==> src/rtl/sdram_wr_arb_pkg.sv <==
// Shared types and defaults for the SDRAM write-port arbiter and its datapath mux.
// The package holds no logic, so it adds no latency and has no backpressure of its own.
package sdram_wr_arb_pkg;

    typedef enum logic [1:0] {
        IDLE  = 2'd0,
        OWN_A = 2'd1,
        OWN_B = 2'd2
    } state_t;

    localparam logic SEL_A = 1'b0;
    localparam logic SEL_B = 1'b1;

    localparam int DATA_W_DEF    = 16;
    localparam int ADDR_W_DEF    = 19;
    localparam int MAX_BURST_DEF = 64;

endpackage

==> src/rtl/sdram_write_mux.sv <==
// 2:1 write-path mux steered by the registered select; it is combinational with zero latency.
// The enable is gated by grant, so a non-owner beat never reaches the controller.
module sdram_write_mux
    import sdram_wr_arb_pkg::*;
#(
    parameter int DATA_W = DATA_W_DEF,
    parameter int ADDR_W = ADDR_W_DEF
) (
    input  logic              i_sel,
    input  logic              i_grantA,
    input  logic              i_grantB,
    input  logic [DATA_W-1:0] i_dataA,
    input  logic [DATA_W-1:0] i_dataB,
    input  logic [ADDR_W-1:0] i_addrA,
    input  logic [ADDR_W-1:0] i_addrB,
    input  logic              i_enableWriteA,
    input  logic              i_enableWriteB,
    output logic [DATA_W-1:0] o_data,
    output logic [ADDR_W-1:0] o_addr,
    output logic              o_enableWrite
);

    always_comb begin
        if (i_sel == SEL_B) begin
            o_data        = i_dataB;
            o_addr        = i_addrB;
            o_enableWrite = i_grantB & i_enableWriteB;
        end else begin
            o_data        = i_dataA;
            o_addr        = i_addrA;
            o_enableWrite = i_grantA & i_enableWriteA;
        end
    end

endmodule

==> src/rtl/sdram_write_arbiter.sv <==
// Two-requester SDRAM write arbiter: the grant follows one cycle after a request, bursts are capped at MAX_BURST, and owner changes always pass through IDLE.
// i_sdramReady low stalls the owner with no timeout. SDRAM_WR_ARB_PRIO_A_EN selects strict A priority instead of round robin.
module sdram_write_arbiter
    import sdram_wr_arb_pkg::*;
#(
    parameter int DATA_W    = DATA_W_DEF,
    parameter int ADDR_W    = ADDR_W_DEF,
    parameter int MAX_BURST = MAX_BURST_DEF
) (
    input  logic              i_clk,
    input  logic              i_rst_n,
    input  logic              i_reqA,
    input  logic              i_reqB,
    input  logic [DATA_W-1:0] i_dataA,
    input  logic [DATA_W-1:0] i_dataB,
    input  logic [ADDR_W-1:0] i_addrA,
    input  logic [ADDR_W-1:0] i_addrB,
    input  logic              i_enableWriteA,
    input  logic              i_enableWriteB,
    input  logic              i_sdramReady,
    output logic              o_grantA,
    output logic              o_grantB,
    output logic              o_ackA,
    output logic              o_ackB,
    output logic              o_sel,
    output logic [DATA_W-1:0] o_data,
    output logic [ADDR_W-1:0] o_addr,
    output logic              o_enableWrite,
    output logic              o_busy
);

    localparam int               CNT_W     = $clog2(MAX_BURST) + 1;
    localparam logic [CNT_W-1:0] LAST_BEAT = CNT_W'(MAX_BURST - 1);

    state_t           r_state;
    state_t           w_state_nxt;
    logic [CNT_W-1:0] r_cnt;
    logic [CNT_W-1:0] w_cnt_nxt;
    logic             r_sel;
    logic             w_sel_nxt;
    logic             w_grantA;
    logic             w_grantB;
    logic             w_beatA;
    logic             w_beatB;
    logic             w_pickB;
`ifndef SDRAM_WR_ARB_PRIO_A_EN
    logic             r_last;
    logic             w_last_nxt;
`endif

    assign w_grantA = (r_state == OWN_A);
    assign w_grantB = (r_state == OWN_B);
    assign w_beatA  = w_grantA & i_enableWriteA & i_sdramReady;
    assign w_beatB  = w_grantB & i_enableWriteB & i_sdramReady;

    // B only wins a tie when A was the last owner; strict priority never lets B win one.
`ifdef SDRAM_WR_ARB_PRIO_A_EN
    assign w_pickB = i_reqB & ~i_reqA;
`else
    assign w_pickB = i_reqB & (~i_reqA | (r_last == SEL_A));
`endif

    always_comb begin
        w_state_nxt = r_state;
        w_cnt_nxt   = r_cnt;
        w_sel_nxt   = r_sel;
`ifndef SDRAM_WR_ARB_PRIO_A_EN
        w_last_nxt  = r_last;
`endif
        case (r_state)
            IDLE: begin
                if (w_pickB) begin
                    w_state_nxt = OWN_B;
                    w_sel_nxt   = SEL_B;
                end else if (i_reqA) begin
                    w_state_nxt = OWN_A;
                    w_sel_nxt   = SEL_A;
                end
            end
            OWN_A: begin
                if (!i_reqA || (w_beatA && (r_cnt == LAST_BEAT))) begin
                    w_state_nxt = IDLE;
                    w_cnt_nxt   = '0;
`ifndef SDRAM_WR_ARB_PRIO_A_EN
                    w_last_nxt  = SEL_A;
`endif
                end else if (w_beatA) begin
                    w_cnt_nxt = r_cnt + CNT_W'(1);
                end
            end
            OWN_B: begin
                if (!i_reqB || (w_beatB && (r_cnt == LAST_BEAT))) begin
                    w_state_nxt = IDLE;
                    w_cnt_nxt   = '0;
`ifndef SDRAM_WR_ARB_PRIO_A_EN
                    w_last_nxt  = SEL_B;
`endif
                end else if (w_beatB) begin
                    w_cnt_nxt = r_cnt + CNT_W'(1);
                end
            end
            default: begin
                w_state_nxt = IDLE;
                w_cnt_nxt   = '0;
            end
        endcase
    end

    always_ff @(posedge i_clk or negedge i_rst_n) begin
        if (!i_rst_n) begin
            r_state <= IDLE;
            r_cnt   <= '0;
            r_sel   <= SEL_A;
        end else begin
            r_state <= w_state_nxt;
            r_cnt   <= w_cnt_nxt;
            r_sel   <= w_sel_nxt;
        end
    end

`ifndef SDRAM_WR_ARB_PRIO_A_EN
    always_ff @(posedge i_clk or negedge i_rst_n) begin
        if (!i_rst_n) begin
            r_last <= SEL_B;
        end else begin
            r_last <= w_last_nxt;
        end
    end
`endif

    sdram_write_mux #(
        .DATA_W (DATA_W),
        .ADDR_W (ADDR_W)
    ) u_mux (
        .i_sel          (r_sel),
        .i_grantA       (w_grantA),
        .i_grantB       (w_grantB),
        .i_dataA        (i_dataA),
        .i_dataB        (i_dataB),
        .i_addrA        (i_addrA),
        .i_addrB        (i_addrB),
        .i_enableWriteA (i_enableWriteA),
        .i_enableWriteB (i_enableWriteB),
        .o_data         (o_data),
        .o_addr         (o_addr),
        .o_enableWrite  (o_enableWrite)
    );

    assign o_grantA = w_grantA;
    assign o_grantB = w_grantB;
    assign o_ackA   = w_beatA;
    assign o_ackB   = w_beatB;
    assign o_sel    = r_sel;
    assign o_busy   = (r_state != IDLE);

endmodule

==> config.mk <==
export PLATFORM = sky130hd
export DESIGN_NAME = sdram_write_arbiter
export DESIGN_NICKNAME = d
export VERILOG_FILES = /design/src/rtl/sdram_wr_arb_pkg.sv /design/src/rtl/sdram_write_mux.sv /design/src/rtl/sdram_write_arbiter.sv
export SDC_FILE = /design/constraint.sdc
export NUM_CORES = 1
export LEC_CHECK = 0
export ABC_CLOCK_PERIOD_IN_PS = 2100
export CAP_MARGIN = 40
export CORE_ASPECT_RATIO = 1.4
export CORE_MARGIN = 1.5
export CORE_UTILIZATION = 29
export DETAILED_ROUTE_END_ITERATION = 12
export PLACE_DENSITY_LB_ADDON = 0.12
export SLEW_MARGIN = 20
export SYNTH_ARGS = -nofsm -noshare
export SYNTH_HDL_FRONTEND = slang
export SYNTH_SLANG_ARGS = --single-unit
==> constraint.sdc <==
create_clock -name i_clk -period 2.1 [get_ports i_clk]
set_input_delay 0.21 -clock i_clk [delete_from_list [all_inputs] [get_ports i_clk]]
set_output_delay 0.21 -clock i_clk [all_outputs]
set_load 0.05 [all_outputs]
* Word level (Yosys, flattened, before mapping)
Cells that the tools add are included.
** Word-level totals
- Register bits :: 11
- Output and inout port bits :: 42
** Operators by class
- Bitwise operators :: 9
- Equality and inequality tests :: 8
- Reductions and logical operators :: 14
- Multiplexer cells :: 18
- Add/subtract/negate cells :: 1
** Operators by type and width (count)
- $mux W7 :: 4
- $pmux W7 S3 :: 1
- $mux W19 :: 1
- $mux W16 :: 1
- $ne A3 B3 Y1 const B :: 3
- $reduce_and A3 Y1 :: 3
- $mux W2 :: 4
- $add A7 B1 Y7 const B :: 1
- $eq A7 B6 Y1 const B :: 1
- $pmux W2 S3 :: 1
- $reduce_bool A2 Y1 :: 3
- $and A1 B1 Y1 :: 5
- $mux W1 :: 5
- $ne A2 B2 Y1 const B :: 2
- $not A1 Y1 :: 3
- $eq A2 B1 Y1 const B :: 1
- $eq A2 B2 Y1 const B :: 1
- $logic_and A1 B1 Y1 :: 2
- $logic_not A1 Y1 :: 2
- $logic_not A2 Y1 :: 1
- $logic_or A1 B1 Y1 :: 2
- $pmux W1 S2 :: 1
- $reduce_and A2 Y1 :: 1
- $or A1 B1 Y1 :: 1

* Longest topological paths before layout
- Word-level depth :: 7
- Gate-level depth with buffers :: 7
- Mapped depth without buffers :: 7

* Hierarchy
Synthesis repeated with hierarchy kept, for this count alone.
** Unflattened totals
- Cells, all modules :: 120
- Area total of the unflattened synthesis :: 1313.8 um^2
** Modules (own cells, without submodules)
- sdram_write_arbiter :: cells an instance 78, sequential area each 276.5 um^2, area each 729.4 um^2, instances 1
- sdram_write_mux :: cells an instance 42, sequential area each 0.0 um^2, area each 584.3 um^2, instances 1

* Least setup slack after synthesis
No wires, ideal clock.
- Path type :: register to output
- Start :: register r_sel (netlist: o_sel)
- End :: output port o_enableWrite
- Slack :: -0.282 ns
- Arrival time :: 2.172 ns
- Stages on the path, launching flop included :: 4
- Cells stage by stage :: dfrtp_1 buf_2 buf_1 o21ai_0
** On the way
- Cells in the longest elaborated chain, start to end :: 1
** RTL lines
- start: declaration :: line sdram_write_arbiter.sv:39 : logic r_sel;
- start signal: assignment :: line sdram_write_arbiter.sv:117 : r_sel <= w_sel_nxt;
- $mux W1 :: line sdram_write_mux.sv:24 : if (i_sel == SEL_B) begin
- end: declaration :: line sdram_write_arbiter.sv:28 : output logic o_enableWrite,
No other way between the ends.

* Worst setup path after layout
- Start :: register r_state[0]
- End :: register r_cnt[3]
** On the way
- Cells in the longest elaborated chain, start to end :: 7
- Elaborated cells between the ends (all ways) :: 18
** RTL lines
- start: declaration :: line sdram_write_arbiter.sv:35 : state_t r_state;
- start signal: assignment :: line sdram_write_arbiter.sv:115 : r_state <= w_state_nxt;
- $eq A2 B2 Y1 or $eq A2 B1 Y1 (tied branches) :: line sdram_write_arbiter.sv:52, sdram_write_arbiter.sv:70, sdram_write_arbiter.sv:51
- $and A1 B1 Y1 (on tied branches) (2 in a row) :: line sdram_write_arbiter.sv:54, sdram_write_arbiter.sv:53
- $logic_and A1 B1 Y1 (on tied branches) :: line sdram_write_arbiter.sv:92, sdram_write_arbiter.sv:81
- $logic_or A1 B1 Y1 (on tied branches) :: line sdram_write_arbiter.sv:92, sdram_write_arbiter.sv:81
- $ne A3 B3 Y1 (no source line) (tied with other cells)
- $reduce_and A3 Y1 (no source line) or $pmux W7 S3 (tied branches)
- end signal: assignment :: line sdram_write_arbiter.sv:116 : r_cnt <= w_cnt_nxt;
- end: declaration :: line sdram_write_arbiter.sv:37 : logic [CNT_W-1:0] r_cnt;
Parallel ways exist; a longest one is shown, timed or not.
A chain may end at the register's enable or synchronous reset.

==> metrics <==
drt first pass iters=4; remaining number of nets flagged by the antenna check after routing=0; most used flip-flop cell after synthesis=dfrtp_1; path depth of the worst reg2reg path=8; all-layer global routing usage=0.2130; net total in the final layout=about 330; number of diodes added for antenna fixing=0; clock slew at the register clock pins of the worst setup and hold paths=about 0.050 ns; via count of the first global-routing pass=between 1000 and 1500; Synthesized Nets=just over 200; max capacitance violation total=0; element type at the critical path end=flop; initial detailed-routing violation count=34; largest net degree at the start of global routing=21; final cycle utilization of the critical path=0.9212; run status=finished clean; final worst path period need=1.935 ns; number of hold violations in the final report=0; Reg-to-Reg End=r_cnt[3]; number of pins exceeding their max-slew limit in the final report=0; clock skew=approximately 0.0029 ns; per-cell routed wire length=about 16 µm; clock sinks=11; largest incremental delay on the critical path=around 0.4 ns; multi-input gate area in the final layout=between 800 and 900 µm²; post-placement cell count=~280; setup repair after global routing missed its margin=false; drt total wl=approximately 4700 µm; antenna violations before repair=0; proportion of synthesized flip-flops having asynchronous set or reset=1.000; family of cells with the greatest summed delay on the critical path=compound AO/OA/AOI/OAI gates; number of CTS-inserted buffers=3; crit path max-delay cell type=a2111o_1; Arr. time, crit path=2.05 ns; post-synthesis cell count=between 100 and 150; via count=~1500; final estimated routing congestion in global placement=0.8324; commonest non-fill, non-tap cells in the layout=clkdlybuf4s50_1 (76), buf_12 (37), mux2_2 (35); H-tree depth=1; CTS tree=done; Root Driver=clkbuf_8; worst vdd ir=between 900 and 1000 µV; crit path launch type=flop; count of port buffers added during placement=118; PwrDens=~1300 mW/mm²; growth of design area from synthesis to finish=140.6%; DP Wirelength=about 4000 µm; most common library cell in the layout ignoring fill and taps=clkdlybuf4s50_1; leakage power=1.190 nW; number of placed I/O pins=roughly 120; R2R Path Start=r_state[0]; clock insertion delay at the later pin of the skew report=0.24 ns; average footprint of a synthesized cell=a little over 9 µm²; EDFF count, synth=0; R2R setup slack=approximately 0.17 ns; achievable frequency=around 520 MHz; sequential-to-total area share from yosys stat=0.2366; worst-case headroom to the max-slew limit=0.6693; number of warnings reported in the yosys synthesis log=0; number of inserted filler cells in the final layout=303; maximum root-to-sink buffer count=2; crit-path cells=inv_1 -> ha_1 -> a21bo_2 -> a2111o_1 -> nand4_1 -> buf_4 -> nand2b_1 -> o21ai_0; Max FO, Critical Path=7; worst-margin pin slew=~0.49 ns; number of vias per cell=~5.0; initial core utilization=0.3008; post-synthesis instance area=0.001169 mm²; global-route wire length before repair=7424 µm; vertical die dimension=about 78 µm; DRC violations left=0; type of the worst setup path=flop to flop; sum of overflow across all layers after global routing=0; setup_tns=0 ns; die area=about 0.0044 mm²; hold crit path type=input port to async pin; horizontal die dimension=56.65 µm; post-synthesis register bit count=11; share of layout cells above drive strength 1=0.3821; Worst Path Buf+Inv=2; count of unique library cells instantiated by Yosys=33; required arrival time at the worst endpoint=2.22 ns; area inside the core boundary=roughly 0.004 mm²; final-report setup violation count=0; sequential cell area in the final layout=between 200 and 300 µm²; Core Rows=27; Non-Filler Instances=approximately 290
==> per-layer routing <==
layer | up-vias | wire length, µm | GRT usage
met5 | - | 0 | 0
met2 | 74 | 2351 | 0.3593
met3 | 6 | 430 | 0.04119
met1 | 673 | 1873 | 0.2669
met4 | 0 | 74 | 0.07381
li1 | 699 | - | -
==> stage by stage <==
stage          utilization  hold WS (ns)  total power, mW  setup slack (ns)  instance area [µm²]
6_report            0.7237        0.3050            3.542            0.1655                 2811
5_1_grt             0.7237        0.3528            3.687           0.04425                 2811
4_1_cts             0.7217        0.3176            3.569            0.1597                 2804
3_5_place_dp        0.7101        0.4761            3.344            0.1658                 2759
3_3_place_gp        0.7101        0.4610            3.327            0.2103                 2759
2_1_floorplan            -      -0.08559            1.961           0.04139                 1169
==> synth_stat cells, types with 2 or more instances <==
master	instances	share of area
ha_1	4	0.043
mux2i_1	2	0.017
o31ai_1	3	0.019
nand3_1	3	0.013
mux2_2	35	0.34
nand2_1	15	0.048
a21oi_1	4	0.017
and3_1	2	0.011
buf_2	2	0.0086
dfrtp_1	10	0.21
and2_2	2	0.013
inv_1	6	0.019
o21ai_0	10	0.043
nand2b_1	4	0.021
nor2_1	5	0.016
==> what timing repair did <==
| item | CTS | global route |
|---|---|---|
| gates resized for setup | 0 | 0 |
| buffers inserted | 0 | 1 |
| hold buffers | 0 | 0 |
| endpoints found under the setup margin | 0 | 1 |
==> logic make-up after synthesis <==
family                   after synthesis  synth area share
buffers and inverters                 10           0.03425
AO/OA/AOI/OAI                         26            0.1681
multiplexers                          37            0.3544
AND/OR/NAND/NOR                       37            0.1638
flip-flops                            11            0.2366
adder cells (fa/ha/maj)                4           0.04283
==> report_power, final <==
group          switching [mW]  total [mW]  internal (mW)
clock                  0.0791       0.212          0.133
combinational            1.60        3.04           1.44
sequential             0.0268       0.289          0.262
total                    1.70        3.54           1.84
==> worst max-delay path by stage <==
| stage | to | cells after the start | from |
|---|---|---|---|
| after floorplan | o_enableWrite | 4 | o_sel |
| after global placement | r_cnt[5] | 6 | i_reqB |
| after detailed placement | r_cnt[5] | 7 | r_state[0] |
| after CTS | r_cnt[5] | 7 | r_state[0] |
| after global routing | r_cnt[5] | 7 | r_state[0] |
| final | r_cnt[3] | 8 | r_state[0] |
==> sequential cells by signal, summed over array words and instances (netlist names) <==
register,count
o_sel,1
r_last,1
r_cnt,7
r_state,2
==> layout make-up <==
type                       count  area share
multi-input combinational    104      0.3031
timing repair buffer         121      0.5554
inverter                       6    0.008011
tap                           43     0.01914
sequential                    11     0.09835
clock buffer                   4     0.01602
Note: power is estimated with default switching activity, not from simulation.
